[config.mk]
export PLATFORM = sky130hd
export DESIGN_NAME = i2c_regbank
export DESIGN_NICKNAME = d
export VERILOG_FILES = /design/src/rtl/i2c_regbank_pkg.sv /design/src/rtl/i2c_regbank_line_sync.sv /design/src/rtl/i2c_regbank.sv
export SDC_FILE = /design/constraint.sdc
export NUM_CORES = 1
export LEC_CHECK = 0
export ABC_AREA = 1
export CORE_MARGIN = 1
export CORE_UTILIZATION = 51
export CTS_CLUSTER_DIAMETER = 100
export DETAILED_ROUTE_END_ITERATION = 6
export PLACE_DENSITY = 0.81
export SYNTH_ARGS = -nofsm -noshare
export SYNTH_HDL_FRONTEND = slang
export SYNTH_HIERARCHICAL = 1
export SYNTH_SLANG_ARGS = --single-unit
[constraint.sdc]
create_clock -name I_clk -period 4.25 [get_ports I_clk]
set_input_delay 1.275 -clock I_clk [delete_from_list [all_inputs] [get_ports I_clk]]
set_output_delay 1.275 -clock I_clk [all_outputs]
set_load 0.05 [all_outputs]
[src/rtl/i2c_regbank_pkg.sv]
// Shared types and constants for the I2C register-bank target: FSM state encoding,
// ACK/NACK line levels and the bit-counter width.
package i2c_regbank_pkg;

    typedef enum logic [3:0] {
        ST_IDLE      = 4'd0,
        ST_ADDR      = 4'd1,
        ST_ADDR_ACK  = 4'd2,
        ST_REG       = 4'd3,
        ST_REG_ACK   = 4'd4,
        ST_WDATA     = 4'd5,
        ST_WDATA_ACK = 4'd6,
        ST_RDATA     = 4'd7,
        ST_RDATA_ACK = 4'd8,
        ST_WAIT      = 4'd9
    } state_t;

    localparam logic BIT_ACK  = 1'b0;
    localparam logic BIT_NACK = 1'b1;

    localparam int BIT_CNT_W = 3;

endpackage

[src/rtl/i2c_regbank_line_sync.sv]
// SCL/SDA two-flop synchronisers plus one history flop; decodes SCL edges and
// START/STOP conditions from the synchronised samples.
module i2c_regbank_line_sync (
    input  logic I_clk,
    input  logic I_rst,
    input  logic I_scl,
    input  logic I_sda,
    output logic scl_rise,
    output logic scl_fall,
    output logic start,
    output logic stop,
    output logic sda_s
);

    // bits [1:0] are the synchroniser, bit [2] holds the previous synchronised sample
    logic [2:0] scl_q, scl_d;
    logic [2:0] sda_q, sda_d;

    always_comb begin
        scl_d = {scl_q[1:0], I_scl};
        sda_d = {sda_q[1:0], I_sda};
    end

    always_ff @(posedge I_clk) begin
        if (I_rst) begin
            scl_q <= 3'b111;
            sda_q <= 3'b111;
        end else begin
            scl_q <= scl_d;
            sda_q <= sda_d;
        end
    end

    assign scl_rise = scl_q[1] & ~scl_q[2];
    assign scl_fall = ~scl_q[1] & scl_q[2];
    assign start    = scl_q[1] & scl_q[2] & ~sda_q[1] & sda_q[2];
    assign stop     = scl_q[1] & scl_q[2] & sda_q[1] & ~sda_q[2];
    assign sda_s    = sda_q[1];

endmodule

[src/rtl/i2c_regbank.sv]
// I2C target register bank: indexed multi-byte registers with atomic commit and read snapshot.
// Define I2C_REGBANK_AUTOINC_EN to advance the register pointer after each complete register.
module i2c_regbank
    import i2c_regbank_pkg::*;
#(
    parameter int                          NREG      = 8,
    parameter int                          REG_BYTES = 3,
    parameter logic [2:0]                  ADDR_LSB  = 3'b100,
    parameter logic [NREG-1:0]             RO_MASK   = 8'b00000110,
    parameter logic [NREG*8*REG_BYTES-1:0] RST_VAL   = '0
) (
    input  logic                          I_clk,
    input  logic                          I_rst,
    input  logic                          I_scl,
    input  logic                          I_sda,
    output logic                          O_sda,
    output logic                          OE_sda,
    input  logic [3:0]                    I_myaddr,
    output logic [NREG*8*REG_BYTES-1:0]   O_regs,
    input  logic [NREG*8*REG_BYTES-1:0]   I_regs,
    output logic [NREG-1:0]               O_wstb,
    output logic                          O_busy,
    output state_t                        O_state
);

    localparam int W   = 8 * REG_BYTES;
    localparam int PW  = (NREG > 1) ? $clog2(NREG) : 1;
    localparam int BCW = (REG_BYTES > 1) ? $clog2(REG_BYTES) : 1;
    localparam logic [BCW-1:0] LAST_BYTE = BCW'(REG_BYTES - 1);

    logic scl_rise, scl_fall, start, stop, sda_s;

    i2c_regbank_line_sync u_sync (
        .I_clk   (I_clk),
        .I_rst   (I_rst),
        .I_scl   (I_scl),
        .I_sda   (I_sda),
        .scl_rise(scl_rise),
        .scl_fall(scl_fall),
        .start   (start),
        .stop    (stop),
        .sda_s   (sda_s)
    );

    state_t                 state_q, state_d;
    logic [BIT_CNT_W-1:0]   bit_cnt_q, bit_cnt_d;
    logic [7:0]             shift_q, shift_d;
    logic [PW-1:0]          ptr_q, ptr_d;
    logic [BCW-1:0]         byte_cnt_q, byte_cnt_d;
    logic [W-1:0]           shadow_q, shadow_d;
    logic [W-1:0]           snap_q, snap_d;
    logic [NREG*W-1:0]      regs_q, regs_d;
    logic [NREG-1:0]        wstb_q, wstb_d;
    logic                   oe_q, oe_d;
    logic                   busy_q, busy_d;
    logic                   phase_q, phase_d;
    logic                   rw_q, rw_d;

    logic [7:0]     rx_byte;
    logic           byte_done;
    logic           last_byte;
    logic [PW-1:0]  ptr_nxt;
    logic [PW-1:0]  rd_idx;
    logic [W-1:0]   rd_val;
    logic [W-1:0]   new_shadow;

    always_comb begin
        rx_byte   = {shift_q[6:0], sda_s};
        byte_done = scl_rise && (bit_cnt_q == '0);
        last_byte = (byte_cnt_q == LAST_BYTE);
`ifdef I2C_REGBANK_AUTOINC_EN
        ptr_nxt = (ptr_q == PW'(NREG - 1)) ? '0 : ptr_q + 1'b1;
`else
        ptr_nxt = ptr_q;
`endif
        // the next register is only fetched when a whole read register has been sent
        rd_idx = (state_q == ST_RDATA_ACK && last_byte) ? ptr_nxt : ptr_q;
        rd_val = RO_MASK[rd_idx] ? I_regs[int'(rd_idx)*W +: W] : regs_q[int'(rd_idx)*W +: W];
        new_shadow = shadow_q;
        new_shadow[(REG_BYTES - 1 - int'(byte_cnt_q))*8 +: 8] = rx_byte;
    end

    always_comb begin
        state_d    = state_q;
        bit_cnt_d  = bit_cnt_q;
        shift_d    = shift_q;
        ptr_d      = ptr_q;
        byte_cnt_d = byte_cnt_q;
        shadow_d   = shadow_q;
        snap_d     = snap_q;
        regs_d     = regs_q;
        wstb_d     = '0;
        oe_d       = oe_q;
        busy_d     = busy_q;
        phase_d    = phase_q;
        rw_d       = rw_q;

        if (start) begin
            state_d    = ST_ADDR;
            bit_cnt_d  = 3'd7;
            oe_d       = 1'b0;
            phase_d    = 1'b0;
            byte_cnt_d = '0;
        end else if (stop) begin
            state_d = ST_IDLE;
            oe_d    = 1'b0;
            busy_d  = 1'b0;
            phase_d = 1'b0;
        end else begin
            case (state_q)
                ST_ADDR: begin
                    if (scl_rise) begin
                        shift_d   = rx_byte;
                        bit_cnt_d = bit_cnt_q - 3'd1;
                    end
                    if (byte_done) begin
                        phase_d = 1'b0;
                        if (rx_byte[7:1] == {I_myaddr, ADDR_LSB}) begin
                            state_d = ST_ADDR_ACK;
                            busy_d  = 1'b1;
                            rw_d    = rx_byte[0];
                        end else begin
                            state_d = ST_WAIT;
                            busy_d  = 1'b0;
                        end
                    end
                end
                ST_REG: begin
                    if (scl_rise) begin
                        shift_d   = rx_byte;
                        bit_cnt_d = bit_cnt_q - 3'd1;
                    end
                    if (byte_done) begin
                        phase_d = 1'b0;
                        if (32'(rx_byte) < NREG) begin
                            state_d    = ST_REG_ACK;
                            ptr_d      = rx_byte[PW-1:0];
                            byte_cnt_d = '0;
                        end else begin
                            state_d = ST_WAIT;
                            busy_d  = 1'b0;
                        end
                    end
                end
                ST_WDATA: begin
                    if (scl_rise) begin
                        shift_d   = rx_byte;
                        bit_cnt_d = bit_cnt_q - 3'd1;
                    end
                    if (byte_done) begin
                        phase_d = 1'b0;
                        if (RO_MASK[ptr_q]) begin
                            state_d = ST_WAIT;
                            busy_d  = 1'b0;
                        end else begin
                            state_d  = ST_WDATA_ACK;
                            shadow_d = new_shadow;
                            if (last_byte) begin
                                // whole register lands in one cycle so consumers never see a torn value
                                regs_d[int'(ptr_q)*W +: W] = new_shadow;
                                wstb_d[ptr_q] = 1'b1;
                                byte_cnt_d    = '0;
                                ptr_d         = ptr_nxt;
                            end else begin
                                byte_cnt_d = byte_cnt_q + 1'b1;
                            end
                        end
                    end
                end
                ST_ADDR_ACK, ST_REG_ACK, ST_WDATA_ACK: begin
                    if (scl_fall && !phase_q) begin
                        oe_d = 1'b1;
                    end else if (scl_rise) begin
                        phase_d = 1'b1;
                    end else if (scl_fall && phase_q) begin
                        phase_d   = 1'b0;
                        bit_cnt_d = 3'd7;
                        oe_d      = 1'b0;
                        if (state_q == ST_ADDR_ACK && rw_q) begin
                            state_d    = ST_RDATA;
                            snap_d     = rd_val;
                            oe_d       = ~rd_val[W-1];
                            byte_cnt_d = '0;
                        end else if (state_q == ST_ADDR_ACK) begin
                            state_d = ST_REG;
                        end else begin
                            state_d = ST_WDATA;
                        end
                    end
                end
                ST_RDATA: begin
                    if (scl_rise) begin
                        bit_cnt_d = bit_cnt_q - 3'd1;
                        if (bit_cnt_q == '0) begin
                            state_d = ST_RDATA_ACK;
                            phase_d = 1'b0;
                        end
                    end else if (scl_fall) begin
                        snap_d = {snap_q[W-2:0], 1'b0};
                        oe_d   = ~snap_q[W-2];
                    end
                end
                ST_RDATA_ACK: begin
                    if (scl_fall && !phase_q) begin
                        snap_d = {snap_q[W-2:0], 1'b0};
                        oe_d   = 1'b0;
                    end else if (scl_rise) begin
                        if (sda_s == BIT_ACK) begin
                            phase_d = 1'b1;
                        end else begin
                            state_d = ST_WAIT;
                            busy_d  = 1'b0;
                            oe_d    = 1'b0;
                        end
                    end else if (scl_fall && phase_q) begin
                        phase_d   = 1'b0;
                        bit_cnt_d = 3'd7;
                        state_d   = ST_RDATA;
                        if (last_byte) begin
                            ptr_d      = ptr_nxt;
                            snap_d     = rd_val;
                            byte_cnt_d = '0;
                            oe_d       = ~rd_val[W-1];
                        end else begin
                            byte_cnt_d = byte_cnt_q + 1'b1;
                            oe_d       = ~snap_q[W-1];
                        end
                    end
                end
                ST_IDLE, ST_WAIT: begin
                    oe_d   = 1'b0;
                    busy_d = (state_q == ST_WAIT) ? 1'b0 : busy_q;
                end
                default: begin
                    state_d = ST_IDLE;
                    oe_d    = 1'b0;
                end
            endcase
        end
    end

    always_ff @(posedge I_clk) begin
        if (I_rst) begin
            state_q    <= ST_IDLE;
            bit_cnt_q  <= '0;
            shift_q    <= '0;
            ptr_q      <= '0;
            byte_cnt_q <= '0;
            shadow_q   <= '0;
            snap_q     <= '0;
            regs_q     <= RST_VAL;
            wstb_q     <= '0;
            oe_q       <= 1'b0;
            busy_q     <= 1'b0;
            phase_q    <= 1'b0;
            rw_q       <= 1'b0;
        end else begin
            state_q    <= state_d;
            bit_cnt_q  <= bit_cnt_d;
            shift_q    <= shift_d;
            ptr_q      <= ptr_d;
            byte_cnt_q <= byte_cnt_d;
            shadow_q   <= shadow_d;
            snap_q     <= snap_d;
            regs_q     <= regs_d;
            wstb_q     <= wstb_d;
            oe_q       <= oe_d;
            busy_q     <= busy_d;
            phase_q    <= phase_d;
            rw_q       <= rw_d;
        end
    end

    assign O_sda   = BIT_ACK;
    assign OE_sda  = oe_q;
    assign O_regs  = regs_q;
    assign O_wstb  = wstb_q;
    assign O_busy  = busy_q;
    assign O_state = state_q;

endmodule

Yosys cells after proc, flatten, opt, wreduce, memory -nomap -nowiden
Memories as Yosys holds them, arrays and structs flattened. A register that Yosys moved wholly into a read port is not among the register bits.
Index checks and enable logic that the tools add are counted.

storage, ports and cells
  register bits = 277
  bits in read-only memories = 8
  bits of input ports = 200
  output and inout bits = 207
  logic and storage cells = 244
  memories = 1

memory list
  memory            depth  bits a word  rd ports  clocked after memory_dff  wr ports  RTL line            source
  (name not given)  8      1            1         1                         0         i2c_regbank.sv:152  if (RO_MASK[ptr_q]) begin

cells by class
  $add $sub $neg = 5
  multipliers = 1
  order comparisons = 3
  equality and inequality tests = 64
  shifts and indexed selects = 6
  multiplexer cells = 92
  bitwise operators = 22
  reductions and logical operators = 34

operators by type and width
  cell                       count
  $shiftx 192x32->24         2
  $mux 24                    11
  $bwmux 192                 1
  $shift 24x33->192 const A  1
  $shiftx 24x33->192         1
  $pmux 24 s3                1
  $mux 4                     15
  $ne 3x3->1 const B         13
  $ne 4x4->1 const B         9
  $reduce_and 12->1          3
  $mux 1                     34
  $neg 6->33                 1
  $neg 8->33                 1
  $shift 8x33->24 const A    1
  $shiftx 8x33->24           1
  $ne 2x2->1 const B         16
  $mux 3                     10
  $pmux 4 s7                 1
  $bwmux 24                  1
  $mux 2                     12
  $ne 3x2->1 const B         6
  $eq 4x3->1 const B         4
  $not 1->1                  15
  $reduce_and 5->1           3
  other kinds (38)           64

Logic depth before layout (Yosys ltp)
Gate-level depths: netlist (run 1).

  depth in word-level cells = 9
  gate-level depth with buffers = 22
  depth with buffers taken out = 18

Cells and area by module
The synthesis (run 1) kept the hierarchy.

modules (own cells, without submodules)
  module                 times used  cells an instance  area each (sq um)  seq. area each (sq um)
  i2c_regbank            1           2806               17354.1            5445.2
  i2c_regbank_line_sync  1           24                 197.7              120.1

Worst setup path after synthesis (run 1)
OpenSTA, ideal clock, no wires.

  path kind = register to register
  start point = register ptr_q[0], in the netlist ptr_nxt[0]
  end point = register regs_q[10], in the netlist O_regs[10]
  library setup time = 0.117 ns
  arrival = 3.217 ns
  data required time = 4.133 ns
  slack = 0.917 ns
  cell stages (with the launch flop) = 20
  path buffers = 6
  period minus slack after synthesis = 3.333 ns
  cell sequence = dfxtp_1 > buf_2 > inv_1 > buf_2 > buf_2 > buf_2 > buf_1 > ha_1 > inv_1 > nor2_1 > nand2_1 > inv_1 > ha_1 > inv_1 > clkbuf_1 > nand2_1 > o211ai_2 > nand2_2 > nor3_1 > nor2_1

between the ends
  word-level cells in the longest chain between the ends = 4
  elaborated cells on any way between the ends = 5
  classes of those cells = add/sub: 1; mul: 1; shift: 2; mux: 1

RTL lines
  item                                                            RTL line            source
  start: declaration                                              i2c_regbank.sv:48   logic [PW-1:0] ptr_q, ptr_d;
  start signal: assignment                                        i2c_regbank.sv:261  ptr_q <= ptr_d;
  $mul 3x2->5 *                                                   i2c_regbank.sv:160  regs_d[int'(ptr_q)*W +: W] = new_shadow;
  $neg 8->33 *                                                    i2c_regbank.sv:160
  $shiftx 24x33->192 / $shift 24x33->192 (equally long branches)  i2c_regbank.sv:160
  $bwmux 192 *                                                    i2c_regbank.sv:160
  end signal: assignment                                          i2c_regbank.sv:265  regs_q <= regs_d;
  end: declaration                                                i2c_regbank.sv:52   logic [NREG*W-1:0] regs_q, regs_d;

Every way passes the cells marked *; elsewhere a longest branch is shown, timed or not.
A chain may end at the register's enable or synchronous reset.

Final worst setup path (run 1)
  start point = register ptr_q[0], in the netlist ptr_nxt[0]
  end point = register regs_q[151], in the netlist O_regs[151]

Same word-level chain as after synthesis.

==> run_results.csv, run 1 <==
group,metric,value,unit
power_and_ir_drop,p_seq_share,45.1,%
placement,place_ws,0.9265,ns
clocking,worstSkewPairLatency,0.59,ns
power_and_ir_drop,clkPwrFrac,45.3,%
power_and_ir_drop,finalPower,5885,uW
global_route,grt_max_degree,176,
power_and_ir_drop,p_int,4374,uW
power_and_ir_drop,switching_share,25.68,%
worst_setup_path,crit_type,"reg2reg",
timing,layout_setup_ws,0.7216,ns
synth,synth_area,17550,um2
floorplan,die_w,187.5,um
global_route,grt_pass1_wl,127300,um
routing,top_layer,"met5",
routing,drt-total-wl,88220,um
synth,syn_area_per_cell,6.202,um2
timing,rsz0062_at_grt,"no",
floorplan,core,33700,um2
power_and_ir_drop,peakVddDrop,0.4282,mV
clocking,ctsResizeCount,0,
power_and_ir_drop,p_leak,0.009162,uW
min_path,hold_path.class,"reg2reg",
timing,finalSetupViolations,0,
synth,synth_commonest_cells,"nand2_1, o21ai_0, nor2_1",
synth,synth_nets,3049,
synth,synth_seq_area_share,31.71,%
worst_setup_path,critPathMaxFanout,84,
clocking,cts.clk_slew.worst_paths,0.08,ns
global_route,antenna_found_initial,6,
clocking,cts-buffers-inserted,29,
worst_setup_path,crit_path_top_delay_cell,"buf_4",
global_route,grt_pass1_vias,20010,
timing,fin_setup_tns,0,ns
clocking,clockBufferDepth,3,
routing,vias_per_cell,6.275,
placement,gp_congestion,1.100,
global_route,grtUsageTotal,48.18,%
routing,via_count,22430,
synth,ys_async_sr_fraction,0,%
timing,fmax,0.2834,GHz
status,outcome,"complete, no violations",
global_route,grt-ovfl-total,0,
power_and_ir_drop,p_switching,1511,uW
timing,finalCritPeriodShare,83.02,%
clocking,cts_tree,"built",
synth,ys.flop_type,"dfxtp_1",
clocking,clockRootBuffer,"clkbuf_16",
clocking,postCtsSetupBuffers,0,
clocking,h-tree-depth,1,
worst_setup_path,cp-end-kind,"flip-flop",
worst_setup_path,cp_slowest_stage_delay,0.73,ns
synth,netlist.top_cell.by_area,"dfxtp_1",
synth,ys_warn_count,6,
floorplan,boundaryPins,407,
worst_setup_path,worst_setup_path_start_kind,"flip-flop",
cells_and_area,drive_gt1_share,5.636,%
floorplan,fp-row-count,67,
routing,met2WireLength,35380,um
synth,syn_inst,2830,
power_and_ir_drop,pwr_density_cell,259.9,nW/um2
synth,synthTopCellsByArea,"dfxtp_1, o21ai_0, nand2_1",
run,cap_violations,0,
synth,synth_edf_count,0,
power_and_ir_drop,combPwrFrac,9.6,%
clocking,ctsHoldBuffers,0,
timing,hold_slack,0.4165,ns
routing,drt_iter0_drc,3762,
floorplan,start_util,52.08,%
timing,fin_crit,3.528,ns
synth,yosysMostFrequentCell,"nand2_1",
floorplan,dieArea,35160,um2
synth,yosysTopAreaCellShare,31.71,%
worst_setup_path,crit_chain,"buf_4 -> nor2_1 -> nand2_1 -> inv_2 -> nand2_2 -> inv_1 -> nor2_4 -> buf_4 -> nand3_1 -> nand2_1 -> nand3_2 -> a21oi_1 -> nor2_1",
routing,dr.pass1.iters,7,
synth,synth_cell_type_count,50,
clocking,cts_sinks,278,
timing,hold_viol,0,
timing,max_slew_margin,12.71,%
worst_setup_path,critPathArrivalTime,3.98,ns
worst_setup_path,crit_required,4.70,ns
timing,worst_pin_slew,1.296,ns
routing,drc,0,
worst_setup_path,crit_buf_inv,4,
timing,slew_violations,0,
worst_setup_path,cp_top_family,"simple AND/OR/NAND/NOR gates",
placement,portBuffers,405,
routing,met1_length,33020,um
cells_and_area,nNetsFinal,3321,
synth,synth.ff_latch_count,278,
timing,finalClockSkew,0.02768,ns
routing,ant_nets,0,
placement,dpl.hpwl,66530,um
floorplan,die_h,187.5,um
routing,wl_per_cell,24.68,um
cells_and_area,area.growth.synth_to_final,28.99,%
routing,route.met3.wl,13090,um
-- worst paths after layout --
| check | startpoint | to | slack, ns | depth (start not counted) |
|---|---|---|---|---|
| setup / recovery | ptr_nxt[0] | O_regs[151] | 0.72 | 13 |
| hold reg to reg | u_sync/sda_q[0] | u_sync/sda_q[1] | 0.42 | 1 |
| hold / removal | u_sync/sda_q[0] | u_sync/sda_q[1] | 0.42 | 1 |
| setup reg to reg | ptr_nxt[0] | O_regs[151] | 0.72 | 13 |
-- flip-flops by register name, indices dropped and copies added, names as in the netlist, 2 cells and up, named ones only --
signal and cells:
O_regs 192, O_state 4, O_wstb 8, bit_cnt_q 3
byte_cnt_q 2, ptr_nxt 3, shadow_q 24, shift_q 7
snap_q 24, u_sync/scl_q 3, u_sync/sda_q 3
-- power by group through the flow --
stage	combinational, uW	sequential [uW]	clock, uW
detailed placement	540	2710	0
floorplan	239	2730	0
CTS	548	2650	2650
global placement	530	2710	0
finish	565	2650	2670
global route	603	2660	2750
-- cells by family after synthesis --
kind of cell | count (synthesis) | share of synthesized area [%]
buffers and inverters | 421 | 9.695
xor gates and xnor gates | 5 | 0.2495
DFF | 278 | 31.71
other | 1 | 0.02137
AOI/OAI and AO/OA | 843 | 25.68
and+or+nand+nor | 1263 | 31.25
adders and majority gates | 19 | 1.397
-- worst register-to-register path, cell delays in order, from the launching register on --
cell and delay [ns]:
dfxtp_2 0.42, buf_4 0.73, nor2_1 0.18, nand2_1 0.12, inv_2 0.06, nand2_2 0.08, inv_1 0.11, nor2_4 0.30
buf_4 0.36, nand3_1 0.13, nand2_1 0.11, nand3_2 0.33, a21oi_1 0.40, nor2_1 0.06
-- area by class of cell --
type	count	area, um2
diodes	3	7.507
clock buffers	35	768.2
clock inverters	17	191.4
fillers	3031	11060
inverters	219	834.6
multi-input cells	2131	10300
flip-flops and latches	278	5572
well taps	448	560.5
repair buffers	443	4409
-- stage by stage --
step / instances / cell area (um2) / utilization (%)
final: 3574 / 22640 / 67.18
after floorplan: 2830 / 17550 / -
after global placement: 3519 / 21670 / 64.31
after global routing: 3574 / 22640 / 67.18
after CTS: 3571 / 22630 / 67.16
after detailed placement: 3519 / 21670 / 64.31
-- placed cells by master (no fill, tap or decap), drive strengths merged --
master         synthesis  layout
and2                   2       2
dfxtp                278     278
nor3b                  4       4
nor2                 436     436
clkinv                 4       9
o21ai                438     438
o211ai                58      58
o22ai                 49      49
o31ai                  2       2
nand4                 43      43
a211oi                 6       6
nor4                   4       4
diode                  0       3
xnor2                  1       1
clkdlybuf4s50          0     404
o21a                   9       9
a31oi                 13      13
a21oi                265     265
a21boi                 2       2
a22oi                  1       1
clkinvlp               0       2
buf                   81      39
bufinv                 0       3
conb                   1       1
nand2                534     534
nor3                  24      24
nand3                201     201
or2                   15      15
inv                  215     222
xor2                   4       4
clkbuf               121      35
fa                     1       1
ha                    18      18
-- per-layer routing --
layer	vias up	GRT usage [%]
li1	10020	-
met1	10210	63.13
met2	1880	68.79
met3	318	14.45
met4	4	30.46
met5	-	0
(Power assumes the default switching activity.)
==> run 2: changes to the inputs <==
--- a/config.mk
+++ b/config.mk
@@ -7,10 +7,10 @@
 export LEC_CHECK = 0
 export ABC_AREA = 1
 export CORE_MARGIN = 1
-export CORE_UTILIZATION = 51
+export CORE_UTILIZATION = 46
 export CTS_CLUSTER_DIAMETER = 100
 export DETAILED_ROUTE_END_ITERATION = 6
-export PLACE_DENSITY = 0.81
+export PLACE_DENSITY = 0.77
 export SYNTH_ARGS = -nofsm -noshare
 export SYNTH_HDL_FRONTEND = slang
 export SYNTH_HIERARCHICAL = 1
==> constraint.sdc (replaced) <==
create_clock -name I_clk -period 2.95 [get_ports I_clk]
set_input_delay 0.885 -clock I_clk [delete_from_list [all_inputs] [get_ports I_clk]]
set_output_delay 0.885 -clock I_clk [all_outputs]
set_load 0.05 [all_outputs]
==> run 2 against run 1 <==
Against the previous run: the run now ends with design-rule violations left; clock skew decreased by 0.0045 ns; final area rose by 7.6%; combinational power rose by 51%; critical endpoint is now O_regs[13]; total power rose by 47%.
==> run_results.csv, run 2 (synthesis gave the netlist of run 1 again) <==
group,metric,value,unit
worst_setup_path,cp-end-kind,"output pin",
power_and_ir_drop,switching_share,25.14,%
timing,max_slew_margin,28.63,%
worst_setup_path,critPathMaxFanout,3,
cells_and_area,drive_gt1_share,11.12,%
routing,vias_per_cell,6.107,
worst_setup_path,crit_chain,"clkdlybuf4s50_1",
routing,drc,10,
global_route,antenna_found_initial,7,
power_and_ir_drop,pwr_density_cell,353.9,nW/um2
global_route,grt_pass1_vias,20750,
worst_setup_path,crit_path_start,"O_regs[13]",
timing,worst_pin_slew,1.059,ns
routing,dr.pass1.iters,7,
min_path,hold_path.class,"reg2reg",
placement,gp_congestion,1.092,
floorplan,start_util,46.71,%
clocking,cts-buffers-inserted,30,
timing,finalCritPeriodShare,98.71,%
status,outcome,"complete, but fails checks",
timing,finalSetupViolations,0,
power_and_ir_drop,clkPwrFrac,45.8,%
clocking,clockRootBuffer,"clkbuf_16",
worst_setup_path,crit_path_top_delay_cell,"clkdlybuf4s50_1",
floorplan,fp-row-count,71,
power_and_ir_drop,p_leak,0.01004,uW
worst_setup_path,cp_top_family,"buffers and inverters",
min_path,min-delay-start,"u_sync/scl_q[0]",
worst_setup_path,critPathArrivalTime,2.03,ns
routing,drt-total-wl,94190,um
floorplan,die_h,197.3,um
run,cap_violations,0,
clocking,clockBufferDepth,3,
timing,rsz0062_at_grt,"no",
placement,dpl.hpwl,71520,um
cells_and_area,area.growth.synth_to_final,38.79,%
timing,slew_violations,0,
clocking,h-tree-depth,1,
worst_setup_path,worst_setup_path_start_kind,"flip-flop",
worst_setup_path,rrSetupSlack,0.06,ns
timing,hold_viol,0,
power_and_ir_drop,p_seq_share,44.4,%
worst_setup_path,cp_slowest_stage_delay,0.88,ns
cells_and_area,layout_commonest_cell,"nand2_1",
cells_and_area,design_area,24360,um2
routing,drt_iter0_drc,3919,
power_and_ir_drop,p_int,6454,uW
floorplan,core,37580,um2
worst_setup_path,crit-reg2reg-launch,"ptr_nxt[1]",
clocking,ctsHoldBuffers,0,
worst_setup_path,crit_type,"reg2out",
routing,wl_per_cell,24.82,um
timing,hold_slack,0.4083,ns
clocking,cts.clk_slew.worst_paths,0.07,ns
global_route,grt_pass1_wl,133000,um
worst_setup_path,crit_required,2.07,ns
routing,ant_nets,0,
power_and_ir_drop,peakVddDrop,0.4516,mV
cells_and_area,largest_reg_flops,192,
routing,via_count,23180,
placement,dpl_cell_area,22960,um2
clocking,worstSkewPairLatency,0.61,ns
power_and_ir_drop,p_switching,2167,uW
timing,fin_crit,2.912,ns
clocking,cts_tree,"built",
floorplan,boundaryPins,407,
global_route,grtUsageTotal,46.11,%
status,violations,"design-rule violations",
placement,portBuffers,405,
timing,fmax,0.3434,GHz
power_and_ir_drop,combPwrFrac,9.9,%
global_route,grt_max_degree,89,
cells_and_area,most-common-layout-cells,"nand2_1, o21ai_0, nor2_1",
floorplan,die_w,197.3,um
global_route,grt-ovfl-total,0,
timing,finalClockSkew,0.02322,ns
worst_setup_path,crit_buf_inv,1,
floorplan,dieArea,38940,um2
cells_and_area,nNetsFinal,3479,
clocking,cts_sinks,278,
==> run 2: cell types whose count changed in the layout (fill, tap and decap cells not counted), sizes merged, moves of 2 or more <==
cell	delta
diode	-2
clkinv	+2
clkbuf	+7
buf	+155
inv	-5
==> run 2: repair_timing <==
item                       CTS  global route
buffers inserted             1             8
gates resized for setup      3            50
gates cloned                 0             3
pin swaps                    2             8
setup endpoints to repair   10           160
==> run 2: routing by layer <==
| layer | vias to the layer above | global-route usage, % | part of all wire [%] |
|---|---|---|---|
| met1 | 10560 | 61.35 | 38 |
| met4 | 8 | 28.71 | 7.4 |
| li1 | 10330 | - | - |
| met2 | 1925 | 66.38 | 41 |
| met3 | 355 | 11.64 | 14 |
| met5 | - | 0 | 0.048 |
==> run 2: worst paths after layout <==
kind,endpoint,cells after the start
max,O_regs[13],1
min,u_sync/scl_q[1],1
max reg2reg,O_regs[55],11
min reg2reg,u_sync/scl_q[1],1
==> run 2: layout make-up <==
class	count	area (um2)
sequential	278	5574
timing repair buffer	599	5768
clock buffer	41	872.1
multi-input combinational	2132	10510
clock inverter	14	160.2
tap	511	639.4
fill	3442	13220
inverter	219	837.1
antenna	1	2.502
==> run 2: power groups by stage <==
| stage | clock network, uW | logic [uW] | registers [uW] |
|---|---|---|---|
| 2_1_floorplan | 0 | 345 | 3930 |
| 3_3_place_gp | 0 | 805 | 3910 |
| 3_5_place_dp | 0 | 816 | 3910 |
| 4_1_cts | 3920 | 823 | 3820 |
| 5_1_grt | 4070 | 910 | 3830 |
| 6_report | 3950 | 851 | 3830 |
==> run 2: per-stage QoR <==
step / cells / TNS (ns) / utilization, % / worst slack [ns] / power (uW)
6_report: 3795 / 0 / 64.83 / 0.03812 / 8622
5_1_grt: 3795 / 0 / 64.83 / 0.001837 / 8812
4_1_cts: 3783 / -0.01529 / 63.96 / -0.007144 / 8571
3_5_place_dp: 3727 / -0.08140 / 61.11 / -0.04602 / 4723
3_3_place_gp: 3727 / 0 / 61.11 / 0.07181 / 4710
2_1_floorplan: 2830 / -0.3092 / - / -0.02848 / 4273
